`config.mk`:
```
export PLATFORM = sky130hd
export DESIGN_NAME = alu_share_arbiter
export DESIGN_NICKNAME = d
export VERILOG_FILES = /design/src/rtl/alu_share_arbiter.sv
export SDC_FILE = /design/constraint.sdc
export NUM_CORES = 1
export LEC_CHECK = 0
export BUFFER_PORTS_ARGS = -buffer_cell sky130_fd_sc_hd__buf_2
export CAP_MARGIN = 40
export CORE_AREA = 2 2 181 183
export DETAILED_ROUTE_END_ITERATION = 8
export DIE_AREA = 0 0 183 185
export PLACE_DENSITY = 0.58
export SLEW_MARGIN = 20
export SYNTH_ARGS = -nofsm -noshare
export SYNTH_HDL_FRONTEND = slang
export SYNTH_SLANG_ARGS = --single-unit
```
`constraint.sdc`:
```
create_clock -name clock -period 7.1 [get_ports clock]
set_input_delay 1.065 -clock clock [delete_from_list [all_inputs] [get_ports clock]]
set_output_delay 1.065 -clock clock [all_outputs]
set_load 0.05 [all_outputs]
```
`src/rtl/alu_share_arbiter.sv`:
```
// Arbitrates two requesters onto one combinational ALU and registers each result in a per-requester response slot.
// The response is valid one cycle after the request handshake. A full slot that is not being drained blocks only its own requester.
module alu_share_arbiter #(
  parameter int TAG_W      = 4,
  parameter bit PRIO_FIXED = 1'b0
) (
  input  logic             clock,
  input  logic             reset,
  input  logic             io_req0_valid,
  output logic             io_req0_ready,
  input  logic [3:0]       io_req0_fn,
  input  logic [31:0]      io_req0_in1,
  input  logic [31:0]      io_req0_in2,
  input  logic [TAG_W-1:0] io_req0_tag,
  input  logic             io_req1_valid,
  output logic             io_req1_ready,
  input  logic [3:0]       io_req1_fn,
  input  logic [31:0]      io_req1_in1,
  input  logic [31:0]      io_req1_in2,
  input  logic [TAG_W-1:0] io_req1_tag,
  output logic             io_resp0_valid,
  input  logic             io_resp0_ready,
  output logic [31:0]      io_resp0_out,
  output logic [31:0]      io_resp0_adder_out,
  output logic             io_resp0_cmp_out,
  output logic [TAG_W-1:0] io_resp0_tag,
  output logic             io_resp1_valid,
  input  logic             io_resp1_ready,
  output logic [31:0]      io_resp1_out,
  output logic [31:0]      io_resp1_adder_out,
  output logic             io_resp1_cmp_out,
  output logic [TAG_W-1:0] io_resp1_tag,
  output logic [3:0]       io_alu_fn,
  output logic [31:0]      io_alu_in1,
  output logic [31:0]      io_alu_in2,
  input  logic [31:0]      io_alu_out,
  input  logic [31:0]      io_alu_adder_out,
  input  logic             io_alu_cmp_out,
  output logic [1:0]       io_grant,
  output logic [31:0]      io_ops_done
);

  logic [1:0]       req_valid;
  logic [1:0]       resp_ready;
  logic [1:0]       elig;
  logic [1:0]       grant;
  logic [TAG_W-1:0] req_tag [2];

  logic             last_grant_q, last_grant_d;
  logic [31:0]      ops_done_q, ops_done_d;
  logic [1:0]       resp_valid_q, resp_valid_d;
  logic [1:0]       resp_cmp_q, resp_cmp_d;
  logic [31:0]      resp_out_q [2];
  logic [31:0]      resp_out_d [2];
  logic [31:0]      resp_adder_q [2];
  logic [31:0]      resp_adder_d [2];
  logic [TAG_W-1:0] resp_tag_q [2];
  logic [TAG_W-1:0] resp_tag_d [2];

  assign req_valid  = {io_req1_valid, io_req0_valid};
  assign resp_ready = {io_resp1_ready, io_resp0_ready};
  assign req_tag[0] = io_req0_tag;
  assign req_tag[1] = io_req1_tag;

  // A slot being drained this cycle can accept a new result on the same edge.
  assign elig = req_valid & (~resp_valid_q | resp_ready);

  always_comb begin
    grant = 2'b00;
    if (!reset) begin
      case (elig)
        2'b01:   grant = 2'b01;
        2'b10:   grant = 2'b10;
        2'b11:   grant = (PRIO_FIXED || last_grant_q) ? 2'b01 : 2'b10;
        default: grant = 2'b00;
      endcase
    end
  end

  // Idle cycles present a static ADD of zeros so the ALU inputs do not toggle.
  always_comb begin
    io_alu_fn  = 4'd0;
    io_alu_in1 = 32'd0;
    io_alu_in2 = 32'd0;
    if (grant[0]) begin
      io_alu_fn  = io_req0_fn;
      io_alu_in1 = io_req0_in1;
      io_alu_in2 = io_req0_in2;
    end else if (grant[1]) begin
      io_alu_fn  = io_req1_fn;
      io_alu_in1 = io_req1_in1;
      io_alu_in2 = io_req1_in2;
    end
  end

  always_comb begin
    last_grant_d = (grant != 2'b00) ? grant[1] : last_grant_q;
    ops_done_d   = ops_done_q + {31'd0, |grant};
    resp_valid_d = resp_valid_q;
    resp_cmp_d   = resp_cmp_q;
    resp_out_d   = resp_out_q;
    resp_adder_d = resp_adder_q;
    resp_tag_d   = resp_tag_q;
    for (int n = 0; n < 2; n++) begin
      if (grant[n]) begin
        resp_valid_d[n] = 1'b1;
        resp_out_d[n]   = io_alu_out;
        resp_adder_d[n] = io_alu_adder_out;
        resp_cmp_d[n]   = io_alu_cmp_out;
        resp_tag_d[n]   = req_tag[n];
      end else if (resp_valid_q[n] && resp_ready[n]) begin
        resp_valid_d[n] = 1'b0;
      end
    end
  end

  always_ff @(posedge clock or posedge reset) begin
    if (reset) begin
      last_grant_q <= 1'b1;
      ops_done_q   <= 32'd0;
      resp_valid_q <= 2'b00;
      resp_cmp_q   <= 2'b00;
      resp_out_q   <= '{default: '0};
      resp_adder_q <= '{default: '0};
      resp_tag_q   <= '{default: '0};
    end else begin
      last_grant_q <= last_grant_d;
      ops_done_q   <= ops_done_d;
      resp_valid_q <= resp_valid_d;
      resp_cmp_q   <= resp_cmp_d;
      resp_out_q   <= resp_out_d;
      resp_adder_q <= resp_adder_d;
      resp_tag_q   <= resp_tag_d;
    end
  end

  assign io_grant      = grant;
  assign io_req0_ready = grant[0];
  assign io_req1_ready = grant[1];
  assign io_ops_done   = ops_done_q;

  assign io_resp0_valid     = resp_valid_q[0];
  assign io_resp0_out       = resp_out_q[0];
  assign io_resp0_adder_out = resp_adder_q[0];
  assign io_resp0_cmp_out   = resp_cmp_q[0];
  assign io_resp0_tag       = resp_tag_q[0];
  assign io_resp1_valid     = resp_valid_q[1];
  assign io_resp1_out       = resp_out_q[1];
  assign io_resp1_adder_out = resp_adder_q[1];
  assign io_resp1_cmp_out   = resp_cmp_q[1];
  assign io_resp1_tag       = resp_tag_q[1];

endmodule

```
== Yosys cells after proc, flatten, opt, wreduce, memory -nomap -nowiden ==
Cells that the tools add are included.
Word-level totals
  register bits: 173
  logic and storage cells: 38
  input port bits: 215
Cells by class
  mux-type cells: 13
  reductions and logical operators: 6
  $add $sub $neg: 1
  bitwise logic cells: 3
  eq/ne operators: 3
Operator list (count)
  two-way mux 32 bit: 4
  adder 32 x 1 -> 32 bit: 1
  two-way mux 4 bit: 2
  one-hot mux 2 bit (3 select lines): 1
  nonzero test 2 bit: 3
  == test 2 bit, second input constant: 2
  two-way mux 1 bit: 4
  two-way mux 2 bit: 2
  bitwise AND 2 bit: 1
  == test 2 x 1 -> 1 bit, second input constant: 1
  logical AND 1 bit: 2
  NOT 2 bit: 1
  bitwise OR 2 bit: 1
  OR reduction 2 bit: 1

== Longest topological paths before layout ==
  word-level depth: 8
  gate-level depth with buffers: 12
  depth with buffers taken out: 10

== Worst setup path after synthesis ==
No wires, ideal clock.
  path type: input -> output
  from: input port reset
  to: output port io_alu_fn[0]
  stages on the path: 6
  buffers on the path: 1
  data arrival time: 6.648 ns
  slack: -0.613 ns
  cells stage by stage: inv_1 > and3_1 > o21ai_2 > inv_2 > clkbuf_1 > a22o_1
On the way
  elaborated cells between the ends (all ways): 3
  those cells by class: 3 x mux
RTL lines
  from (decl): line 8  | input logic reset,
  two-way mux 2 bit: line 70  | if (!reset) begin
  via io_req0_ready: line 10  | output logic io_req0_ready,
  two-way mux 4 bit: line 85  | if (grant[0]) begin
  to (decl): line 33  | output logic [3:0] io_alu_fn,
The timed path passes the listed nets, and every way through them passes these cells.

== Worst setup path after layout ==
  from: input port reset
  to: output port io_alu_in1[24]
On the way
  cells in the longest elaborated chain, start to end: 3
RTL lines
  two-way mux 2 bit *: line 70
  two-way mux 32 bit: line 89  | end else if (grant[1]) begin
  two-way mux 32 bit *: line 85
  to (decl): line 34  | output logic [31:0] io_alu_in1,
Every way passes the cells marked *; elsewhere a longest branch is shown, timed or not.

==> flow_summary.json <==
{
  "regToRegStartpoint": "resp_valid_q[1]",
  "share_of_the_synthesized_area_in_compound_gates_ao_oa_aoi_oai": 0.0813,
  "postCtsResizedCells": 0,
  "maximum_number_of_pins_on_one_net_before_global_route_repair": 60,
  "syn_avg_cell_area_sq_um": 15.0,
  "synth.net_count": 727,
  "crit_path_max_incr_delay_ns": 0.57,
  "final_cell_mix": "458 x sky130_fd_sc_hd__buf_2, 172 x sky130_fd_sc_hd__dfrtp_1, 68 x sky130_fd_sc_hd__mux2_2, 68 x sky130_fd_sc_hd__a22o_1, 60 x sky130_fd_sc_hd__mux2_4",
  "critPathMostFrequentCell": "sky130_fd_sc_hd__buf_2",
  "cts_inserted_buffers": 17,
  "timing.max_slew.rel_slack": 0.471,
  "floorplan.rows": 66,
  "power_total_uw": 3960,
  "gp_congestion": 0.830,
  "avgViaCountPerCell": 4.41,
  "timing.critical_path.cells": "buf_2 > clkinvlp_4 > and3_1 > o21ai_4 > inv_2 > buf_4 > a22o_1 > buf_2",
  "critical_path.max_fanout": 43,
  "cp_data_required_time_ns": 6.03,
  "areaGrowthSynthToFinish_pct": 43.3,
  "yosys_warnings": 0,
  "final.min_clock_period_ns": 4.77,
  "synthesis.instances": 509,
  "yosys-top-cells-area": "sky130_fd_sc_hd__dfrtp_1 56%, sky130_fd_sc_hd__mux2_4 12%, sky130_fd_sc_hd__mux2_2 10%",
  "finalNetCount": 1180,
  "cts_num_sinks": 173,
  "worstHoldPathType": "flop to flop",
  "clk_transition_reported_paths_ns": 0.06,
  "grt_pass1_wl_mm": 36.4,
  "first_global_vias": 5867,
  "detail-route-antenna-nets": 0,
  "yosysSeqAreaShare": 0.568,
  "cts-root-buf": "sky130_fd_sc_hd__clkbuf_16",
  "worst-r2r-cell-count": 11,
  "status": "complete, no violations",
  "synth_top_cell_by_area": "sky130_fd_sc_hd__dfrtp_1",
  "globalRouteTotalUtil": 0.143,
  "layout-drive-gt1-share": 0.654,
  "vdd_drop_max_mv": 0.208,
  "holdBufCountCts": 0,
  "crit_path_slowest_cell": "sky130_fd_sc_hd__inv_2",
  "postCtsSetupBuffers": 0,
  "final.period_utilization": 0.672,
  "io_pins": 459,
  "first_iter_violations": 267,
  "synth_mux_area_frac": 0.234,
  "die_h_um": 185,
  "crit_path_start_kind": "input port",
  "ctsHtreeMaxLevel": 4,
  "synth.top_cell.area_share": 0.565,
  "worst_slew_pin_slew_ns": 0.793,
  "hold_viol_final": 0,
  "synth_adder_area_share": 0.00493,
  "grt_antenna_before_repair": 13,
  "type_of_element_capturing_the_critical_path": "output port",
  "worst-endpoint-arrival_ns": 3.71,
  "clkLatencyLatePin_ns": 0.43,
  "design.core.area_sq_um": 32000,
  "max_transition_viols_final": 0,
  "synth_cell_type_count": 29,
  "cts_tree": "yes",
  "setup_violations": 0,
  "post_synth_xor_area_fraction": 0.0345,
  "worst-r2r-setup-slack_ns": 3.86,
  "timing_worst_setup_path_type": "input port to output port",
  "hpwlAfterDp_mm": 19.8,
  "r2r-end": "io_ops_done[24]",
  "die_area_sq_um": 33900,
  "cellLeakagePower_uw": 0.00580,
  "synthesis.area_sq_um": 7620,
  "avgRoutedWirePerCell_um": 18.4,
  "setup_repair_after_global_routing_missed_its_margin": "false",
  "routed_wirelength_mm": 25.4,
  "grt-ovfl-total": 0,
  "route.vias.total": 6096,
  "crit_start": "reset",
  "yosys.area_share.simple": 0.0440,
  "setup.worst_path.end": "io_alu_in1[24]",
  "place.port_buffers": 458,
  "drt_pass_1_iters": 6,
  "buffers_from_clock_root_to_sink_at_most": 2,
  "mostFrequentLayoutCell": "sky130_fd_sc_hd__buf_2",
  "floorplan.initialDensity": 0.238,
  "finalSetupTns_ns": 0,
  "yosys_register_bits": 173,
  "dieWidth_um": 183,
  "power.density_cell_area_nw_per_um2": 363,
  "achievable-frequency_ghz": 0.210,
  "max_cap_viol_count": 0,
  "synth_top_family_by_area": "multiplexers",
  "post-route-drc-count": 0,
  "clock-skew-final_ns": 0.0111
}
-- per-stage QoR --
stage / instance area (sq um) / util / worst slack [ns] / hold WS (ns) / instances
after detailed placement: 10300 / 0.322 / 2.27 / 0.471 / 1350
final: 10900 / 0.341 / 2.33 / 0.479 / 1383
after global placement: 10200 / 0.320 / 2.36 / 0.468 / 1347
after global routing: 10900 / 0.341 / 2.05 / 0.497 / 1382
after floorplan: 7620 / - / 0.687 / 0.475 / 509
after CTS: 10900 / 0.340 / 2.27 / 0.484 / 1381
-- kinds of logic (layout without fill, tap and decap cells) --
| kind of cell | count (synthesis) | count (layout) |
|---|---|---|
| buffers and inverters | 39 | 504 |
| adder cells (fa/ha/maj) | 3 | 3 |
| AND/OR/NAND/NOR | 55 | 55 |
| flip-flops | 173 | 173 |
| AO/OA/AOI/OAI | 71 | 71 |
| multiplexers | 138 | 138 |
| XOR/XNOR | 30 | 30 |
| other | 0 | 1 |
-- worst max-delay path, delay by kind of cell --
| family | cells | cell delay [ns] |
|---|---|---|
| buffers and inverters | 5 | 1.93 |
| AO/OA/AOI/OAI | 2 | 0.33 |
| AND/OR/NAND/NOR | 1 | 0.32 |
-- worst min-delay path by stage --
stage                         start         endpoint  slack, ns  depth (start not counted)
floorplan              last_grant_q     last_grant_q       0.48                          2
global placement    io_resp0_tag[1]  io_resp0_tag[1]       0.47                          1
detailed placement  io_resp0_tag[3]  io_resp0_tag[3]       0.47                          1
CTS                 io_ops_done[31]  io_ops_done[31]       0.48                          1
global route        io_resp1_out[0]  io_resp1_out[0]       0.50                          1
finish              io_ops_done[31]  io_ops_done[31]       0.48                          1
-- flip-flops by register name (all words and copies together), names as in the netlist --
signal / count
io_resp0_adder_out: 32
resp_cmp_q: 2
io_resp0_out: 32
resp_valid_q: 2
io_resp1_adder_out: 32
io_resp1_tag: 4
io_ops_done: 32
last_grant_q: 1
io_resp1_out: 32
io_resp0_tag: 4
-- cells in the mapped netlist, drive strengths merged --
| cell | instances |
|---|---|
| inv | 5 |
| and3 | 8 |
| mux2 | 138 |
| dfrtp | 172 |
| nand3 | 11 |
| xnor2 | 23 |
| nand2b | 2 |
| nor2 | 4 |
| buf | 26 |
| nand2 | 13 |
| and4 | 2 |
| nand4 | 9 |
| a311o | 1 |
| ha | 3 |
| xor2 | 7 |
| nor3 | 2 |
| dfstp | 1 |
| a22o | 68 |
| nand4b | 2 |
| nor4 | 2 |
| clkbuf | 8 |
| o21ai | 2 |
-- power breakdown --
| part | switching (uW) | internal, uW |
|---|---|---|
| Clock | 414 | 509 |
| Combinational | 1230 | 473 |
| Sequential | 126 | 1210 |
| Total | 1770 | 2190 |
-- final cells by class --
class | count | area [sq um]
clock inverter | 12 | 124
inverter | 5 | 22.5
multi-input combinational | 297 | 3040
fill | 3244 | 21100
clock buffer | 19 | 453
tap | 408 | 510
sequential | 173 | 4330
timing repair buffer | 468 | 2430
antenna | 1 | 2.50
-- metal layers --
metal  track usage  part of all wire  up-vias
met3        0.0686              0.12       33
met1         0.188              0.43     2999
met5             0            0.0043        -
met2         0.209              0.45      275
li1              -                 -     2771
met4        0.0355            0.0086       18
(Power assumes the default switching activity.)
